--- config.mk ---
export PLATFORM = sky130hd
export DESIGN_NAME = sonic_gearbox_read_ctrl
export DESIGN_NICKNAME = d
export VERILOG_FILES = /design/src/rtl/sonic_gearbox_read_ctrl.sv
export SDC_FILE = /design/constraint.sdc
export NUM_CORES = 1
export LEC_CHECK = 0
export BUFFER_PORTS_ARGS = -buffer_cell sky130_fd_sc_hd__buf_4
export CAP_MARGIN = 5
export CORE_AREA = 8 8 89 91
export DETAILED_ROUTE_END_ITERATION = 8
export DIE_AREA = 0 0 97 99
export HOLD_SLACK_MARGIN = 0.03
export PLACE_DENSITY = 0.8
export SYNTH_ARGS = -nofsm -noshare
export SYNTH_HDL_FRONTEND = slang
export SYNTH_SLANG_ARGS = --single-unit
--- constraint.sdc ---
create_clock -name clk -period 7.6 [get_ports clk]
set_input_delay 1.9 -clock clk [delete_from_list [all_inputs] [get_ports clk]]
set_output_delay 1.9 -clock clk [all_outputs]
set_load 0.005 [all_outputs]
--- src/rtl/sonic_gearbox_read_ctrl.sv ---
// Read-side controller for the 64->40 gearbox: owns the circular buffer read pointer,
// gates the gearbox enable through IDLE/PREFILL/RUN and tracks underflow/overflow.
module sonic_gearbox_read_ctrl #(
  parameter int ADDR_WIDTH = 10,
  parameter int PREFILL    = 4
) (
  input  logic                  clk,
  input  logic                  reset,
  input  logic                  start,
  input  logic                  stop,
  input  logic [ADDR_WIDTH:0]   wr_ptr,
  input  logic                  rdreq,
  output logic [ADDR_WIDTH-1:0] ram_rdaddr,
  output logic                  ram_rden,
  output logic [ADDR_WIDTH:0]   rd_ptr,
  output logic                  gb_ena,
  output logic                  busy,
  output logic                  underflow,
  output logic                  overflow,
  output logic [31:0]           words_read,
  output logic [15:0]           underflow_count
);

  typedef enum logic [1:0] {
    S_IDLE    = 2'd0,
    S_PREFILL = 2'd1,
    S_RUN     = 2'd2
  } state_t;

  localparam logic [ADDR_WIDTH:0] LP_PREFILL = (ADDR_WIDTH+1)'(PREFILL);

  state_t                r_state;
  state_t                w_next;
  logic [ADDR_WIDTH:0]   r_rd_ptr;
  logic                  r_underflow;
  logic                  r_overflow;
  logic [31:0]           r_words_read;
  logic [15:0]           r_uf_count;
  logic [ADDR_WIDTH:0]   w_level;
  logic                  w_empty;
  logic                  w_rden;
  logic                  w_uf_evt;
  logic                  w_ovf_evt;
  logic                  w_start_go;

  function automatic logic [15:0] sat_inc16(input logic [15:0] v);
    return (v == 16'hFFFF) ? v : v + 16'd1;
  endfunction

  // Level wraps modulo 2^(ADDR_WIDTH+1); the extra MSB makes "full" distinct from "empty".
  assign w_level    = wr_ptr - r_rd_ptr;
  assign w_empty    = (w_level == '0);
  assign w_rden     = (r_state == S_RUN) & rdreq & ~w_empty;
  assign w_uf_evt   = (r_state == S_RUN) & rdreq & w_empty;
  assign w_ovf_evt  = w_level[ADDR_WIDTH] & (|w_level[ADDR_WIDTH-1:0]);
  assign w_start_go = (r_state == S_IDLE) & start & ~stop;

  always_ff @(posedge clk or posedge reset) begin
    if (reset) begin
      r_state <= S_IDLE;
    end else begin
      r_state <= w_next;
    end
  end

  always_comb begin
    w_next = r_state;
    unique case (r_state)
      S_IDLE: begin
        if (w_start_go) w_next = S_PREFILL;
      end
      S_PREFILL: begin
        if (stop)                          w_next = S_IDLE;
        else if (w_level >= LP_PREFILL)    w_next = S_RUN;
      end
      S_RUN: begin
        if (stop)          w_next = S_IDLE;
        else if (w_uf_evt) w_next = S_PREFILL;
      end
      default: w_next = S_IDLE;
    endcase
  end

  always_comb begin
    gb_ena = (r_state == S_RUN);
    busy   = (r_state != S_IDLE);
  end

  // A start edge clears the sticky flags, but an overflow seen on that same edge still latches.
  always_ff @(posedge clk or posedge reset) begin
    if (reset) begin
      r_rd_ptr     <= '0;
      r_words_read <= '0;
      r_underflow  <= 1'b0;
      r_overflow   <= 1'b0;
      r_uf_count   <= '0;
    end else begin
      if (w_rden) begin
        r_rd_ptr     <= r_rd_ptr + 1'b1;
        r_words_read <= r_words_read + 32'd1;
      end
      r_overflow <= (w_start_go ? 1'b0 : r_overflow) | w_ovf_evt;
      if (w_start_go) begin
        r_underflow <= 1'b0;
        r_uf_count  <= '0;
      end else if (w_uf_evt) begin
        r_underflow <= 1'b1;
        r_uf_count  <= sat_inc16(r_uf_count);
      end
    end
  end

  assign ram_rden        = w_rden;
  assign ram_rdaddr      = r_rd_ptr[ADDR_WIDTH-1:0];
  assign rd_ptr          = r_rd_ptr;
  assign underflow       = r_underflow;
  assign overflow        = r_overflow;
  assign words_read      = r_words_read;
  assign underflow_count = r_uf_count;

endmodule

==> results of run 1 <==
synthesized netlist by cell type, types with 2 or more instances:
library cell	n	area [um2]
a21oi_1	11	55.05
a31oi_1	7	43.79
and2_1	6	37.54
and3_1	18	112.6
and4_1	2	17.52
buf_2	6	30.03
buf_4	11	82.58
clkbuf_1	3	11.26
dfrtp_1	63	1577
ha_1	13	162.7
inv_1	18	67.56
nand2_1	30	112.6
nand2b_1	3	18.77
nand3_1	29	145.1
nand3b_1	2	15.01
nand4_1	22	137.6
nor2_1	20	75.07
nor2b_1	4	25.02
nor3_1	2	10.01
nor3b_1	2	15.01
nor4_1	2	12.51
o211ai_1	6	45.04
o21ai_0	7	35.03
o31ai_1	4	30.03
or3_1	3	18.77
or4_1	4	30.03
xnor2_1	40	350.3
xor2_1	13	113.9
per-layer routing:
metal | vias up | GRT usage | routed length (um)
met1 | 1441 | 0.2144 | 3725
met2 | 85 | 0.2813 | 4159
met4 | 0 | 0.05917 | 72
li1 | 1488 | - | -
met5 | - | 0 | 0
met3 | 7 | 0.05878 | 583
flip-flops by register name, summed over array words and instances, names as in the netlist:
name and cells:
rd_ptr 11, overflow 1, underflow_count 16, r_state 2, words_read 32, underflow 1
where the power goes:
part,switching (mW),total (mW),internal [mW]
sequential,0.0369,0.392,0.356
combinational,0.115,0.217,0.102
clock,0.127,0.286,0.159
cells by family after synthesis:
family	count (synthesis)
buf+inv	39
flops	63
simple gates	154
fa+ha+maj	14
xor+xnor	53
compound gates	49
mux	2
worst max-delay path, stage by stage:
cell      delay (ns)
buf_4           0.11
inv_1           0.04
ha_1            0.17
inv_1           0.06
fa_1            0.42
or3_1           0.42
a2111o_1        0.42
and4b_1         0.24
buf_4           0.22
a21boi_2        0.08
buf_4           0.26
buf_4           0.18
per-stage QoR:
step / hold slack, ns / utilization
after global placement: 0.4618 / 0.6539
final: 0.4736 / 0.6840
after detailed placement: 0.4644 / 0.6539
after floorplan: 0.4683 / -
after CTS: 0.4784 / 0.6840
after global routing: 0.4899 / 0.6840
worst paths after layout:
check,from,to,depth (start not counted)
max,wr_ptr[0],ram_rden,12
min,words_read[31]$_DFFE_PP0P_,words_read[31]$_DFFE_PP0P_,1
max reg2reg,rd_ptr[0]$_DFFE_PP0P_,words_read[22]$_DFFE_PP0P_,12
min reg2reg,words_read[31]$_DFFE_PP0P_,words_read[31]$_DFFE_PP0P_,1
max in group asynchronous,reset,underflow_count[9]$_DFFE_PP0P_,3
min in group asynchronous,reset,words_read[23]$_DFFE_PP0P_,3
area by class of cell:
cell class | instances | share of cell area
Clock inverter | 6 | 0.01337
Inverter | 18 | 0.01504
Multi-Input combinational cell | 272 | 0.4124
Tap cell | 80 | 0.02228
Clock buffer | 10 | 0.03063
Sequential cell | 63 | 0.3509
Timing Repair Buffer | 93 | 0.1554
placed cells by master, fill, tap and decap left out, types with 11 or more instances in the layout:
| cell | n |
|---|---|
| inv_1 | 17 |
| nand3_1 | 29 |
| nand2_1 | 30 |
| and3_1 | 18 |
| a21oi_1 | 11 |
| ha_1 | 13 |
| nand4_1 | 22 |
| nor2_1 | 20 |
| buf_4 | 93 |
| dfrtp_1 | 63 |
| xnor2_1 | 40 |
| xor2_1 | 13 |
==> key figures, run 1 <==
Power
  – PwrDens: 199.3 mW/mm2
  – Final Power: 0.8956 mW
  – Peak supply drop: 0.2064 mV
  – LEAKAGE: 2.159 nW

Detailed routing
  – Via-per-instance ratio: 5.574
  – Via count: 3021
  – DR iter-0 viols: 141
  – DR pass1 iterations: 4
  – Total Routed Length: 8.540 mm
  – Drt drc: 0
  – Wire per inst: 15.76 um
  – Antenna Nets Post-Route: 0

Worst setup path
  – Data arrival time of the worst path: 4.54 ns
  – R2R setup slack: 4.14 ns
  – Critical path startpoint category: input port
  – Worst setup path class: in -> out
  – CP Data Required Time: 5.70 ns
  – CP Max Fanout: 33
  – CP endpoint kind: primary output

Synthesis
  – Compound-Gate Fraction of Synth Area: 0.09483
  – Cells after synthesis: 374
  – Mux cell area share after synthesis: 0.005862
  – Xor-xnor portion of the synthesized cell area: 0.1279
  – Area share of and/or/nand/nor cells after synthesis: 0.2307
  – Largest family of logic cells by synthesized area: simple AND/OR/NAND/NOR gates
  – Post-synthesis sequential area ratio: 0.4345
  – Ys async rst share: 1.000
  – Number of synthesized flops with an enable pin: 0
  – Syn Std Cell Area: 0.003628 mm2
  – Net Count, Synth: 404
  – Post-synthesis adder-cell area fraction: 0.05034
  – Syn avg cell area: 9.702 um2
  – Synth cell types: 51
  – Synth warn: 0
  – Commonest register cell after synthesis: dfrtp_1
  – Flops & latches, synth: 63

Placement
  – Hpwl dp: 6.446 mm
  – RePlAce Congestion: 0.8486
  – PortBufs: 89
  – Pre-CTS worst setup slack: 1.179 ns
  – Area after DPL: 0.004295 mm2
  – Placed instance count: 526

STA
  – Final max-slew violation count: 0
  – # setup viols final: 0
  – Clock Skew: 0.007706 ns
  – Worst-Margin Slew: 0.8385 ns
  – RSZ-0062 raised after global routing: false
  – Setup ws final: 1.159 ns
  – Tcrit/Tclk final: 0.8475
  – Highest Clock Rate: 155.3 MHz
  – Final setup TNS: 0 ns
  – Post-route minimum period: 6.441 ns
  – Final Hold Violating Endpoints: 0
  – Rel. slew slack: 0.4398

Flow run
  – MaxCap Viol Count: 0

Clock tree
  – # resized after CTS: 0
  – Worst-Skew Late Latency: 0.33 ns
  – Hold_buf cts: 0
  – CTS max path bufs: 2
  – CTS tree: yes
  – Number of post-CTS setup repair buffers: 0
  – Clock root cell: clkbuf_8
  – Clk pin slew, worst setup/hold paths: 0.07 ns
  – H-tree Lvls: 3
  – CTS Sinks: 63
  – CTS buffer count: 9

Finish
  – Post-Layout Cell Count: 542
  – Register area: 0.001577 mm2
  – Share of post-route cells with drive strength above 1: 0.2576
  – Antenna cell count: 0
  – Area of the multi-input gates: 0.001853 mm2
  – Fin area: 0.004493 mm2
  – Final nets: 487
  – FILL cells: 565
  – Syn-to-layout area delta: 23.83%

Floorplanning
  – I/O pin count: 90
  – Die area: 0.009603 mm2
  – Die height: 99 um
  – Row count: 30
  – Die Width: 97 um
  – Core area: 0.006569 mm2
  – Initial Util: 0.5524

GRT
  – Initial antenna violation count: 0
  – GRT Overall Usage: 0.1749
  – GR Overflow Total: 0
  – Global-route wire length before repair: 14.08 mm
  – Pin count of the biggest net entering global routing: 64
  – Number of global-route vias before repair: 2951

Hold path
  – Type of the tightest min-delay check: reg -> reg

Outcome
  – Status: complete, no violations
No activity file was read; power rests on OpenSTA's default activity.
==> inputs of run 2 (changes only) <==
CORE_AREA = 8 8 91 93   (was 8 8 89 91)
DIE_AREA = 0 0 99 101   (was 0 0 97 99)
PLACE_DENSITY = 0.77   (was 0.8)
clock period = 6.2 ns   (was 7.6 ns; I/O delays follow)
==> key figures, run 2 (synthesis gave the netlist of run 1 again) <==
Clock tree
  – CTS Sinks: 63 (unchanged)
  – Clk pin slew, worst setup/hold paths: 0.07 ns (about the same)
  – CTS tree: yes (unchanged)
  – # resized after CTS: 0 (unchanged)
  – Clock root cell: clkbuf_8 (unchanged)
  – CTS max path bufs: 2 (unchanged)
  – Number of post-CTS setup repair buffers: 0 (unchanged)
  – Worst-Skew Late Latency: 0.33 ns (about the same)
  – Hold_buf cts: 0 (unchanged)
  – H-tree Lvls: 3 (unchanged)
  – CTS buffer count: 9 (unchanged)

Floorplanning
  – I/O pin count: 90 (unchanged)
  – Initial Util: 0.5226 (was 0.5524)
  – Die area: 0.009999 mm2 (was 0.009603 mm2)
  – Die height: 101 um (was 99 um)
  – Row count: 31 (was 30)
  – Core area: 0.006943 mm2 (was 0.006569 mm2)
  – Die Width: 99 um (was 97 um)

Worst setup path
  – Critical path's slowest cell: fa_1 (unchanged)
  – CP Max Fanout: 4 (was 33)
  – Critical path startpoint category: input port (unchanged)
  – CP Data Required Time: 4.65 ns (was 5.70 ns)
  – Data arrival time of the worst path: 3.73 ns (was 4.54 ns)
  – Cell Chain, Critical Path: buf_4 -> inv_1 -> ha_1 -> inv_1 -> fa_1 -> or3_1 -> a2111o_1 -> and4b_1 -> a21boi_2 -> buf_4 (was buf_4 -> inv_1 -> ha_1 -> inv_1 -> fa_1 -> or3_1 -> a2111o_1 -> and4b_1 -> buf_4 -> a21boi_2 -> buf_4 -> buf_4)
  – CP max stage delay: 0.41 ns (was 0.42 ns)
  – Worst setup path class: in -> out (unchanged)
  – CP endpoint kind: primary output (unchanged)

Detailed routing
  – Wire per inst: 16.43 um (was 15.76 um)
  – Via-per-instance ratio: 5.606 (was 5.574)
  – WL met2: 4.343 mm (was 4.159 mm)
  – Antenna Nets Post-Route: 0 (unchanged)
  – Met3 WL: 492 um (was 583 um)
  – Via count: 3044 (was 3021)
  – Drt drc: 0 (unchanged)
  – DR pass1 iterations: 4 (unchanged)
  – Total Routed Length: 8.922 mm (was 8.540 mm)
  – DR iter-0 viols: 170 (was 141)
  – Uppermost layer routed: met4 (unchanged)
  – Metal-1 WL: 3.989 mm (was 3.725 mm)

STA
  – Clock Skew: 0.01376 ns (was 0.007706 ns)
  – Worst-Margin Slew: 0.9247 ns (was 0.8385 ns)
  – Final setup TNS: 0 ns (unchanged)
  – Post-route minimum period: 5.277 ns
  – # setup viols final: 0 (unchanged)
  – RSZ-0062 raised after global routing: false (unchanged)
  – Highest Clock Rate: 189.5 MHz
  – Rel. slew slack: 0.3808 (was 0.4398)
  – Setup ws final: 0.9232 ns (was 1.159 ns)
  – Final Hold Violating Endpoints: 0 (unchanged)
  – Final max-slew violation count: 0 (unchanged)
  – Tcrit/Tclk final: 0.8511

Finish
  – Most common cell after layout, fill and taps aside: buf_4 (unchanged)
  – Antenna cell count: 0 (unchanged)
  – Commonest non-fill, non-tap cells in the layout: 92 x buf_4, 63 x dfrtp_1, 40 x xnor2_1, 30 x nand2_1, 29 x nand3_1 (was 93 x buf_4, 63 x dfrtp_1, 40 x xnor2_1, 30 x nand2_1, 29 x nand3_1)
  – Syn-to-layout area delta: 25.03% (was 23.83%)
  – Fin area: 0.004537 mm2 (was 0.004493 mm2)
  – Largest register FFs: 32 (unchanged)
  – Post-Layout Cell Count: 543 (was 542)
  – Layout Utilization: 0.6535 (was 0.6840)
  – Final nets: 486 (was 487)
  – Share of post-route cells with drive strength above 1: 0.2581 (was 0.2576)

GRT
  – GR Overflow Total: 0 (unchanged)
  – Number of global-route vias before repair: 3086 (was 2951)
  – Global-route wire length before repair: 14.76 mm (was 14.08 mm)
  – GRT Overall Usage: 0.1818 (was 0.1749)
  – Initial antenna violation count: 0 (unchanged)
  – Pin count of the biggest net entering global routing: 64 (unchanged)

Placement
  – RePlAce Congestion: 0.8776 (was 0.8486)
  – PortBufs: 89 (unchanged)
  – Area after DPL: 0.004295 mm2 (unchanged)
  – Hpwl dp: 6.657 mm (was 6.446 mm)
  – Placed instance count: 527 (was 526)
  – Pre-CTS worst setup slack: 0.9204 ns (was 1.179 ns)

Flow run
  – MaxCap Viol Count: 0 (unchanged)

Power
  – PwrDens: 255.6 mW/mm2 (was 199.3 mW/mm2)
  – LEAKAGE: 2.176 nW (was 2.159 nW)
  – Sw Ratio: 0.2925 (was 0.3121)
  – Peak supply drop: 0.1905 mV (was 0.2064 mV)
  – Clk pwr share: 0.360 (was 0.319)
  – Comb pwr share: 0.225 (was 0.242)
  – Internal power component: 0.8202 mW (was 0.6161 mW)
  – Sw Pwr: 0.3392 mW (was 0.2795 mW)
  – Seq pwr share: 0.415 (was 0.438)

Hold path
  – Type of the tightest min-delay check: reg -> reg (unchanged)

Outcome
  – Status: complete, no violations (unchanged)
run 2: path summary, 6_finish.rpt:
check	depth (start not counted)	endpoint	slack (ns)	start
max reg2reg	11	words_read[22]$_DFFE_PP0P_	2.64	rd_ptr[7]$_DFFE_PP0P_
min	1	overflow$_DFF_PP0_	0.48	overflow$_DFF_PP0_
max in group asynchronous	3	overflow$_DFF_PP0_	4.23	reset
max	10	ram_rden	0.92	wr_ptr[0]
min reg2reg	1	overflow$_DFF_PP0_	0.48	overflow$_DFF_PP0_
min in group asynchronous	3	words_read[17]$_DFFE_PP0P_	1.46	reset
run 2: layer usage:
metal,vias to the layer above,GRT usage
met1,1477,0.2184
met3,10,0.05041
met4,0,0.06257
met2,75,0.3056
li1,1482,-
met5,-,0
run 2: stage by stage:
step,total power [mW],hold slack (ns)
detailed placement,0.7525,0.4692
global route,1.222,0.4956
CTS,1.172,0.4849
floorplan,0.6576,0.4683
finish,1.159,0.4786
global placement,0.7474,0.4613
run 2: area by class of cell:
type                    instances  area (um2)
inverters                      18       67.56
repair buffers                 92       690.7
well taps                      82       102.6
clock inverters                 4       76.32
clock buffers                  12       165.2
flip-flops and latches         63        1577
fillers                       599        2406
multi-input cells             272        1858
run 2: power by group through the flow:
stage | Clock, mW | Sequential, mW | Combinational (mW)
after floorplan | 0 | 0.480 | 0.178
after global placement | 0 | 0.488 | 0.260
after detailed placement | 0 | 0.489 | 0.263
after CTS | 0.426 | 0.482 | 0.265
after global routing | 0.443 | 0.486 | 0.293
final | 0.417 | 0.481 | 0.261
run 2: critical path, delay by kind of cell:
family          cells  cell delay [ns]
fa+ha+maj           2             0.57
buf+inv             4             0.38
compound gates      2             0.50
simple gates        2             0.71
